### src/rtl/mem_port_arbiter_if.sv
`default_nettype none
// ============================================================================
// Module   : mem_port_arbiter_if
// Purpose  : Bundles the requester handshakes (instruction fetch and data
//            memory), the shared memory port and the datapath mux select
//            used by mem_port_arbiter.
// Modports : slave  - arbiter side (takes requests and mem_rdata, drives
//                     grants, done pulses, read data, memory command, sel)
//            master - requester/memory side (the mirror image)
// Revision : 1.0 - initial release
// ============================================================================
interface mem_port_arbiter_if;
   // instruction fetch requester
   logic        if_req;
   logic [31:0] if_addr;
   logic        if_gnt;
   logic        if_done;
   logic [31:0] if_rdata;
   // data memory requester
   logic        dm_req;
   logic        dm_we;
   logic [31:0] dm_addr;
   logic [31:0] dm_wdata;
   logic        dm_gnt;
   logic        dm_done;
   logic [31:0] dm_rdata;
   // shared memory port
   logic        mem_en;
   logic        mem_we;
   logic [31:0] mem_addr;
   logic [31:0] mem_wdata;
   logic [31:0] mem_rdata;
   // datapath address/data mux select: 0 = IF, 1 = DM
   logic        sel;

   modport slave (
      input  if_req, if_addr, dm_req, dm_we, dm_addr, dm_wdata, mem_rdata,
      output if_gnt, if_done, if_rdata, dm_gnt, dm_done, dm_rdata,
             mem_en, mem_we, mem_addr, mem_wdata, sel
   );

   modport master (
      output if_req, if_addr, dm_req, dm_we, dm_addr, dm_wdata, mem_rdata,
      input  if_gnt, if_done, if_rdata, dm_gnt, dm_done, dm_rdata,
             mem_en, mem_we, mem_addr, mem_wdata, sel
   );
endinterface
`default_nettype wire

### src/rtl/mem_port_arbiter.sv
`default_nettype none
// ============================================================================
// Module   : mem_port_arbiter
// Purpose  : Arbitrates the single shared 32-bit memory port between the
//            instruction-fetch (IF) and data-memory (DM) requesters, drives
//            the datapath mux select, times the fixed-latency access and
//            returns read data with a one-cycle done pulse.
// Ports    : clk   - rising-edge clock
//            rst_n - asynchronous active-low reset
//            bus   - mem_port_arbiter_if.slave (requests, grants, done
//                    pulses, read data, memory command, sel)
// Params   : MEM_LAT - command-to-read-data latency in cycles (1..7)
// Macro    : ARB_ROUND_ROBIN_EN - when defined, conflicts alternate between
//            requesters; otherwise DM always wins a conflict.
// Revision : 1.0 - initial release
// ============================================================================
module mem_port_arbiter #(
   parameter int MEM_LAT = 2
) (
   input  logic                  clk,
   input  logic                  rst_n,
   mem_port_arbiter_if.slave     bus
);

   typedef enum logic [1:0] {
      S_IDLE  = 2'd0,
      S_ISSUE = 2'd1,
      S_WAIT  = 2'd2,
      S_DONE  = 2'd3
   } state_t;

   localparam logic [2:0] c_LAT_INIT = 3'(MEM_LAT);

   state_t      r_state;
   state_t      w_next;
   logic [2:0]  r_cnt;
   logic        r_sel;        // current/last winner, 1 = DM
   logic        r_is_store;   // current access is a DM store
   logic        r_mem_we;     // high only during the ISSUE of a store
   logic [31:0] r_addr;
   logic [31:0] r_wdata;
   logic [31:0] r_if_rdata;
   logic [31:0] r_dm_rdata;

   logic        w_arb;        // arbitration edge that grants
   logic        w_pick_dm;    // winner of this arbitration, 1 = DM
   logic        w_cap;        // read data is valid on this edge

`ifdef ARB_ROUND_ROBIN_EN
   logic        r_last_dm;    // last winner, 1 = DM
   logic        w_both;

   // on a conflict the requester that did not win last time gets the port
   always_comb begin
      w_both    = bus.if_req & bus.dm_req;
      w_pick_dm = w_both ? ~r_last_dm : bus.dm_req;
   end

   always_ff @(posedge clk or negedge rst_n) begin
      if (!rst_n) begin
         r_last_dm <= 1'b1;
      end else if (w_arb) begin
         r_last_dm <= w_pick_dm;
      end
   end
`else
   // fixed priority: DM wins every conflict
   always_comb begin
      w_pick_dm = bus.dm_req;
   end
`endif

   // ------------------------------------------------------------------
   // state register
   // ------------------------------------------------------------------
   always_ff @(posedge clk or negedge rst_n) begin
      if (!rst_n) begin
         r_state <= S_IDLE;
      end else begin
         r_state <= w_next;
      end
   end

   // ------------------------------------------------------------------
   // next state; arbitration happens in IDLE and in DONE so a pending
   // request is issued in the cycle right after the completion pulse
   // ------------------------------------------------------------------
   always_comb begin
      w_next = r_state;
      w_arb  = 1'b0;
      w_cap  = 1'b0;
      case (r_state)
         S_IDLE, S_DONE: begin
            if (bus.if_req | bus.dm_req) begin
               w_arb  = 1'b1;
               w_next = S_ISSUE;
            end else begin
               w_next = S_IDLE;
            end
         end
         S_ISSUE: begin
            w_next = S_WAIT;
         end
         S_WAIT: begin
            if (r_cnt == 3'd1) begin
               w_cap  = 1'b1;
               w_next = S_DONE;
            end
         end
         default: begin
            w_next = S_IDLE;
         end
      endcase
   end

   // ------------------------------------------------------------------
   // datapath registers
   // ------------------------------------------------------------------
   always_ff @(posedge clk or negedge rst_n) begin
      if (!rst_n) begin
         r_cnt      <= 3'd0;
         r_sel      <= 1'b0;
         r_is_store <= 1'b0;
         r_mem_we   <= 1'b0;
         r_addr     <= 32'd0;
         r_wdata    <= 32'd0;
         r_if_rdata <= 32'd0;
         r_dm_rdata <= 32'd0;
      end else begin
         // write enable is only ever high for the one ISSUE cycle
         r_mem_we <= 1'b0;

         if (w_arb) begin
            r_sel      <= w_pick_dm;
            r_is_store <= w_pick_dm & bus.dm_we;
            r_mem_we   <= w_pick_dm & bus.dm_we;
            r_addr     <= w_pick_dm ? bus.dm_addr : bus.if_addr;
            if (w_pick_dm) begin
               r_wdata <= bus.dm_wdata;
            end
         end

         if (r_state == S_ISSUE) begin
            r_cnt <= c_LAT_INIT;
         end else if (r_state == S_WAIT) begin
            r_cnt <= r_cnt - 3'd1;
         end

         // stores complete without touching dm_rdata
         if (w_cap && !r_is_store) begin
            if (r_sel) begin
               r_dm_rdata <= bus.mem_rdata;
            end else begin
               r_if_rdata <= bus.mem_rdata;
            end
         end
      end
   end

   // ------------------------------------------------------------------
   // outputs; strobes decode straight from the state register so an
   // asynchronous reset clears them immediately
   // ------------------------------------------------------------------
   assign bus.mem_en    = (r_state == S_ISSUE);
   assign bus.mem_we    = r_mem_we;
   assign bus.mem_addr  = r_addr;
   assign bus.mem_wdata = r_wdata;
   assign bus.sel       = r_sel;
   assign bus.if_gnt    = (r_state == S_ISSUE) & ~r_sel;
   assign bus.dm_gnt    = (r_state == S_ISSUE) &  r_sel;
   assign bus.if_done   = (r_state == S_DONE)  & ~r_sel;
   assign bus.dm_done   = (r_state == S_DONE)  &  r_sel;
   assign bus.if_rdata  = r_if_rdata;
   assign bus.dm_rdata  = r_dm_rdata;

endmodule
`default_nettype wire

### src/flat_wrapper.sv
// flat-port wrapper written by rule: the top's interface ports become plain ports
module mem_port_arbiter_flat 
#(
   parameter int MEM_LAT = 2
)
  (clk, rst_n, bus_if_req, bus_if_addr, bus_dm_req, bus_dm_we, bus_dm_addr, bus_dm_wdata, bus_mem_rdata, bus_if_gnt, bus_if_done, bus_if_rdata, bus_dm_gnt, bus_dm_done, bus_dm_rdata, bus_mem_en, bus_mem_we, bus_mem_addr, bus_mem_wdata, bus_sel);
  mem_port_arbiter_if bus_i ();
  input  logic clk;
  input  logic rst_n;
  input wire logic [$bits(bus_i.if_req)-1:0] bus_if_req;
  input wire logic [$bits(bus_i.if_addr)-1:0] bus_if_addr;
  input wire logic [$bits(bus_i.dm_req)-1:0] bus_dm_req;
  input wire logic [$bits(bus_i.dm_we)-1:0] bus_dm_we;
  input wire logic [$bits(bus_i.dm_addr)-1:0] bus_dm_addr;
  input wire logic [$bits(bus_i.dm_wdata)-1:0] bus_dm_wdata;
  input wire logic [$bits(bus_i.mem_rdata)-1:0] bus_mem_rdata;
  output wire logic [$bits(bus_i.if_gnt)-1:0] bus_if_gnt;
  output wire logic [$bits(bus_i.if_done)-1:0] bus_if_done;
  output wire logic [$bits(bus_i.if_rdata)-1:0] bus_if_rdata;
  output wire logic [$bits(bus_i.dm_gnt)-1:0] bus_dm_gnt;
  output wire logic [$bits(bus_i.dm_done)-1:0] bus_dm_done;
  output wire logic [$bits(bus_i.dm_rdata)-1:0] bus_dm_rdata;
  output wire logic [$bits(bus_i.mem_en)-1:0] bus_mem_en;
  output wire logic [$bits(bus_i.mem_we)-1:0] bus_mem_we;
  output wire logic [$bits(bus_i.mem_addr)-1:0] bus_mem_addr;
  output wire logic [$bits(bus_i.mem_wdata)-1:0] bus_mem_wdata;
  output wire logic [$bits(bus_i.sel)-1:0] bus_sel;
  assign bus_i.if_req = bus_if_req;
  assign bus_i.if_addr = bus_if_addr;
  assign bus_i.dm_req = bus_dm_req;
  assign bus_i.dm_we = bus_dm_we;
  assign bus_i.dm_addr = bus_dm_addr;
  assign bus_i.dm_wdata = bus_dm_wdata;
  assign bus_i.mem_rdata = bus_mem_rdata;
  assign bus_if_gnt = bus_i.if_gnt;
  assign bus_if_done = bus_i.if_done;
  assign bus_if_rdata = bus_i.if_rdata;
  assign bus_dm_gnt = bus_i.dm_gnt;
  assign bus_dm_done = bus_i.dm_done;
  assign bus_dm_rdata = bus_i.dm_rdata;
  assign bus_mem_en = bus_i.mem_en;
  assign bus_mem_we = bus_i.mem_we;
  assign bus_mem_addr = bus_i.mem_addr;
  assign bus_mem_wdata = bus_i.mem_wdata;
  assign bus_sel = bus_i.sel;
  mem_port_arbiter #(.MEM_LAT(MEM_LAT)) u_core (.clk(clk), .rst_n(rst_n), .bus(bus_i));
endmodule
### config.mk
export PLATFORM = sky130hd
export DESIGN_NAME = mem_port_arbiter_flat
export DESIGN_NICKNAME = d
export VERILOG_FILES = /design/src/rtl/mem_port_arbiter_if.sv /design/src/rtl/mem_port_arbiter.sv /design/src/flat_wrapper.sv
export SDC_FILE = /design/constraint.sdc
export NUM_CORES = 1
export LEC_CHECK = 0
export CORE_MARGIN = 3
export CORE_UTILIZATION = 44
export DETAILED_ROUTE_END_ITERATION = 7
export PLACE_DENSITY = 0.85
export SLEW_MARGIN = 20
export SYNTH_ARGS = -nofsm -noshare
export SYNTH_HDL_FRONTEND = slang
export SYNTH_SLANG_ARGS = --single-unit
### constraint.sdc
create_clock -name clk -period 3.1 [get_ports clk]
set_clock_uncertainty 0.2 [all_clocks]
set_input_delay 0.465 -clock clk [delete_from_list [all_inputs] [get_ports clk]]
set_output_delay 0.465 -clock clk [all_outputs]
set_load 0.02 [all_outputs]
==> metrics.md <==
| Metric | Value |
|---|---|
| Outcome | completed |
| Drt total wl | 15.2 mm |
| Post-synthesis cell area | 5610 µm² |
| Clock tree buffer depth | 2 |
| Relative slew margins | 46.0% |
| Post-route ant nets | 0 |
| Fill cells | 812 |
| Worst Setup Slack post-DPL | 0.853 ns |
| Final setup violation count | 0 |
| Synthesized area per cell | 14.5 µm² |
| Total track usage | 22.1% |
| Tcrit/Tclk final | 84.0% |
| Die W | 119 µm |
| Syn_nets | 524 |
| Clock slew at reported path FFs | 0.06 ns |
| Initial Util | 45.9% |
| Post-DP HPWL | 11.3 mm |
| Synth top area cells | dfrtp_1 61%, mux2_2 9.6%, mux2_4 8.0%, mux2i_1 6.1%, mux2_1 3.6% |
| Worst flop-to-flop path startpoint | u_core.r_state[0] |
| Worst-margin pin slew | 0.807 ns |
| Root Buffer | clkbuf_16 |
| Commonest cells after routing, fill and taps aside | 265 x clkdlybuf4s50_1, 136 x dfrtp_1, 48 x mux2_2, 37 x nand2_1, 34 x mux2i_1 |
| R2R depth | 6 |
| Die ar. | 14100 µm² |
| IO buf count | 267 |
| Max Clk Rate | 0.384 GHz |
| Crit path arrival time | 1.94 ns |
| Number of synthesis warnings | 0 |
| Initial antenna violation count | 0 |
| Setup WS post-layout | 0.495 ns |
| Synth Register Bits | 136 |
| Skew-Pair Late Insertion Delay | 0.41 ns |
| Largest net degree at the start of global routing | 68 |
| Post-CTS resize count | 0 |
| Crit start category | register |
| RR Endpoint | u_core.bus.if_rdata[0] |
| Worst setup path end | bus_if_gnt |
| Yosys cell types | 27 |
| Crit path launch | u_core.r_state[1] |
| H-tree Lvls | 4 |
| Max-slew violations | 0 |
| DR iter-0 viols | 198 |
| Share of the synthesized area in the top cell type | 60.7% |
| CTS tree | done |
| RSZ-0062 raised after global routing | false |
| Max Cap Viol | 0 |
| Rows | 40 |
| DR vias | 4138 |
| Sequential share of the synthesized area | 60.7% |
| Core Box Area | 12200 µm² |
| Worst Path Max Fanout | 6 |
| Mapped Cells | 386 |
| Area growth syn-to-layout | 60.9% |
| Hold Vio Cnt, Final | 0 |
| Die Span Y | 119 µm |
| DR WL/cell | 18.2 µm |
| Clock sink count | 136 |
| FF-to-FF setup slack | 0.85 ns |
| # DRC | 0 |
| Worst VDD drop | 574 µV |
| NumNets Final | 795 |
| Crit Path Class | register to primary output |
| Pwr per Cell Area | 1100 nW/µm² |
| Minimum clock period | 2.60 ns |
| Commonest non-fill, non-tap cell in the layout | clkdlybuf4s50_1 |
| Global-route wire length before repair | 24.4 mm |
| Ratio of cells with drive above 1 in the final layout | 17.9% |
| Area leader, netlist | dfrtp_1 |
| DR pass1 iterations | 4 |
| Pleak | 3.94 nW |
| CTS buffer count | 17 |
| N_diodes | 0 |
| Worst EP required | 2.43 ns |
| Crit. End Element | primary output |
| Setup TNS | 0 ns |
| Num ports | 268 |
| GPL Wtd Cong | 0.811 |
| Worst hold path class | primary input to register |
| Via/cell ratio | 4.94 |
| Vias in the first global route | 4564 |
| GRT Residual Overflow | 0 |
-- sequential cells by signal (all words and copies together), names as in the netlist --
| name | cells |
|---|---|
| u_core.bus.mem_addr | 32 |
| u_core.bus.mem_wdata | 32 |
| u_core.bus.if_rdata | 32 |
| u_core.r_is_store | 1 |
| u_core.r_state | 2 |
| u_core.bus.dm_rdata | 32 |
| u_core.r_cnt | 3 |
| u_core.bus.mem_we | 1 |
| u_core.bus.sel | 1 |
-- kinds of logic after synthesis --
| kind of cell | synth area share, % |
|---|---|
| buf+inv | 3.15 |
| compound gates | 3.59 |
| flops | 60.7 |
| mux | 27.4 |
| simple gates | 4.11 |
| fa+ha+maj | 1.12 |
-- routing by layer --
layer / up-vias / track usage, % / wire, µm
li1: 1886 / - / -
met5: - / 0 / 0
met4: 0 / 9.05 / 333
met3: 25 / 7.12 / 1090
met2: 184 / 38.7 / 7950
met1: 2043 / 25.0 / 5830
-- metrics by stage --
stage | std cells | hold slack [ns] | power [mW] | utilization (%) | instance area, µm²
2_1_floorplan | 386 | -0.0306 | 5.60 | - | 5610
3_3_place_gp | 805 | 0.226 | 7.78 | 68.9 | 8410
3_5_place_dp | 805 | 0.233 | 7.97 | 68.9 | 8410
4_1_cts | 837 | 0.207 | 10.1 | 73.9 | 9020
5_1_grt | 837 | 0.248 | 10.5 | 73.9 | 9020
6_report | 837 | 0.228 | 9.95 | 73.9 | 9020
-- final cells by class --
cell class / count / area [µm²] / share of cell area, %
inverters: 5 / 18.8 / 0.208
clock buffers: 20 / 457 / 5.06
well taps: 168 / 210 / 2.33
multi-input cells: 223 / 2040 / 22.6
repair buffers: 274 / 2750 / 30.5
flip-flops and latches: 136 / 3400 / 37.7
clock inverters: 11 / 148 / 1.64
-- worst min-delay path by stage --
stage / end / cells after the start / slack (ns) / start
floorplan: u_core.bus.dm_rdata[0] / 0 / -0.03 / rst_n
global placement: u_core.bus.dm_rdata[13] / 1 / 0.23 / rst_n
detailed placement: u_core.bus.dm_rdata[13] / 1 / 0.23 / rst_n
CTS: u_core.bus.sel / 3 / 0.21 / bus_dm_req
global route: u_core.bus.sel / 3 / 0.25 / bus_dm_req
finish: u_core.bus.sel / 3 / 0.23 / bus_dm_req
-- cells in the mapped netlist (all sizes together) --
library cell and instances:
o21ai 36, nor2b 3, mux2i 34, or3 1, nand2b 1, and3 1
nand2 38, buf 19, mux2 96, and2 2, a21oi 1, nor3b 1
a2bb2oi 1, and4bb 1, inv 5, ha 5, a21o 1, clkbuf 3
dfrtp 136, nor2 1
-- timing repair --
action,4_1_cts,5_1_grt
buffers inserted,0,0
hold buffers,1,0
hold endpoints to repair,49,0
-- where the power goes --
group          internal (mW)  switching, mW  leakage (nW)  total (mW)
registers               2.66          0.523          1.66        3.18
logic                   2.44           2.30          1.99        4.74
clock network           1.30          0.733         0.285        2.04
total                   6.40           3.56          3.94        9.95
-- critical path, stage by stage (launching register included) --
cell and delay (ns):
dfrtp_1 0.40, inv_1 0.08, ha_1 0.25, nor2b_1 0.17, clkdlybuf4s50_1 0.63
Power figures use the tool's default switching activity.
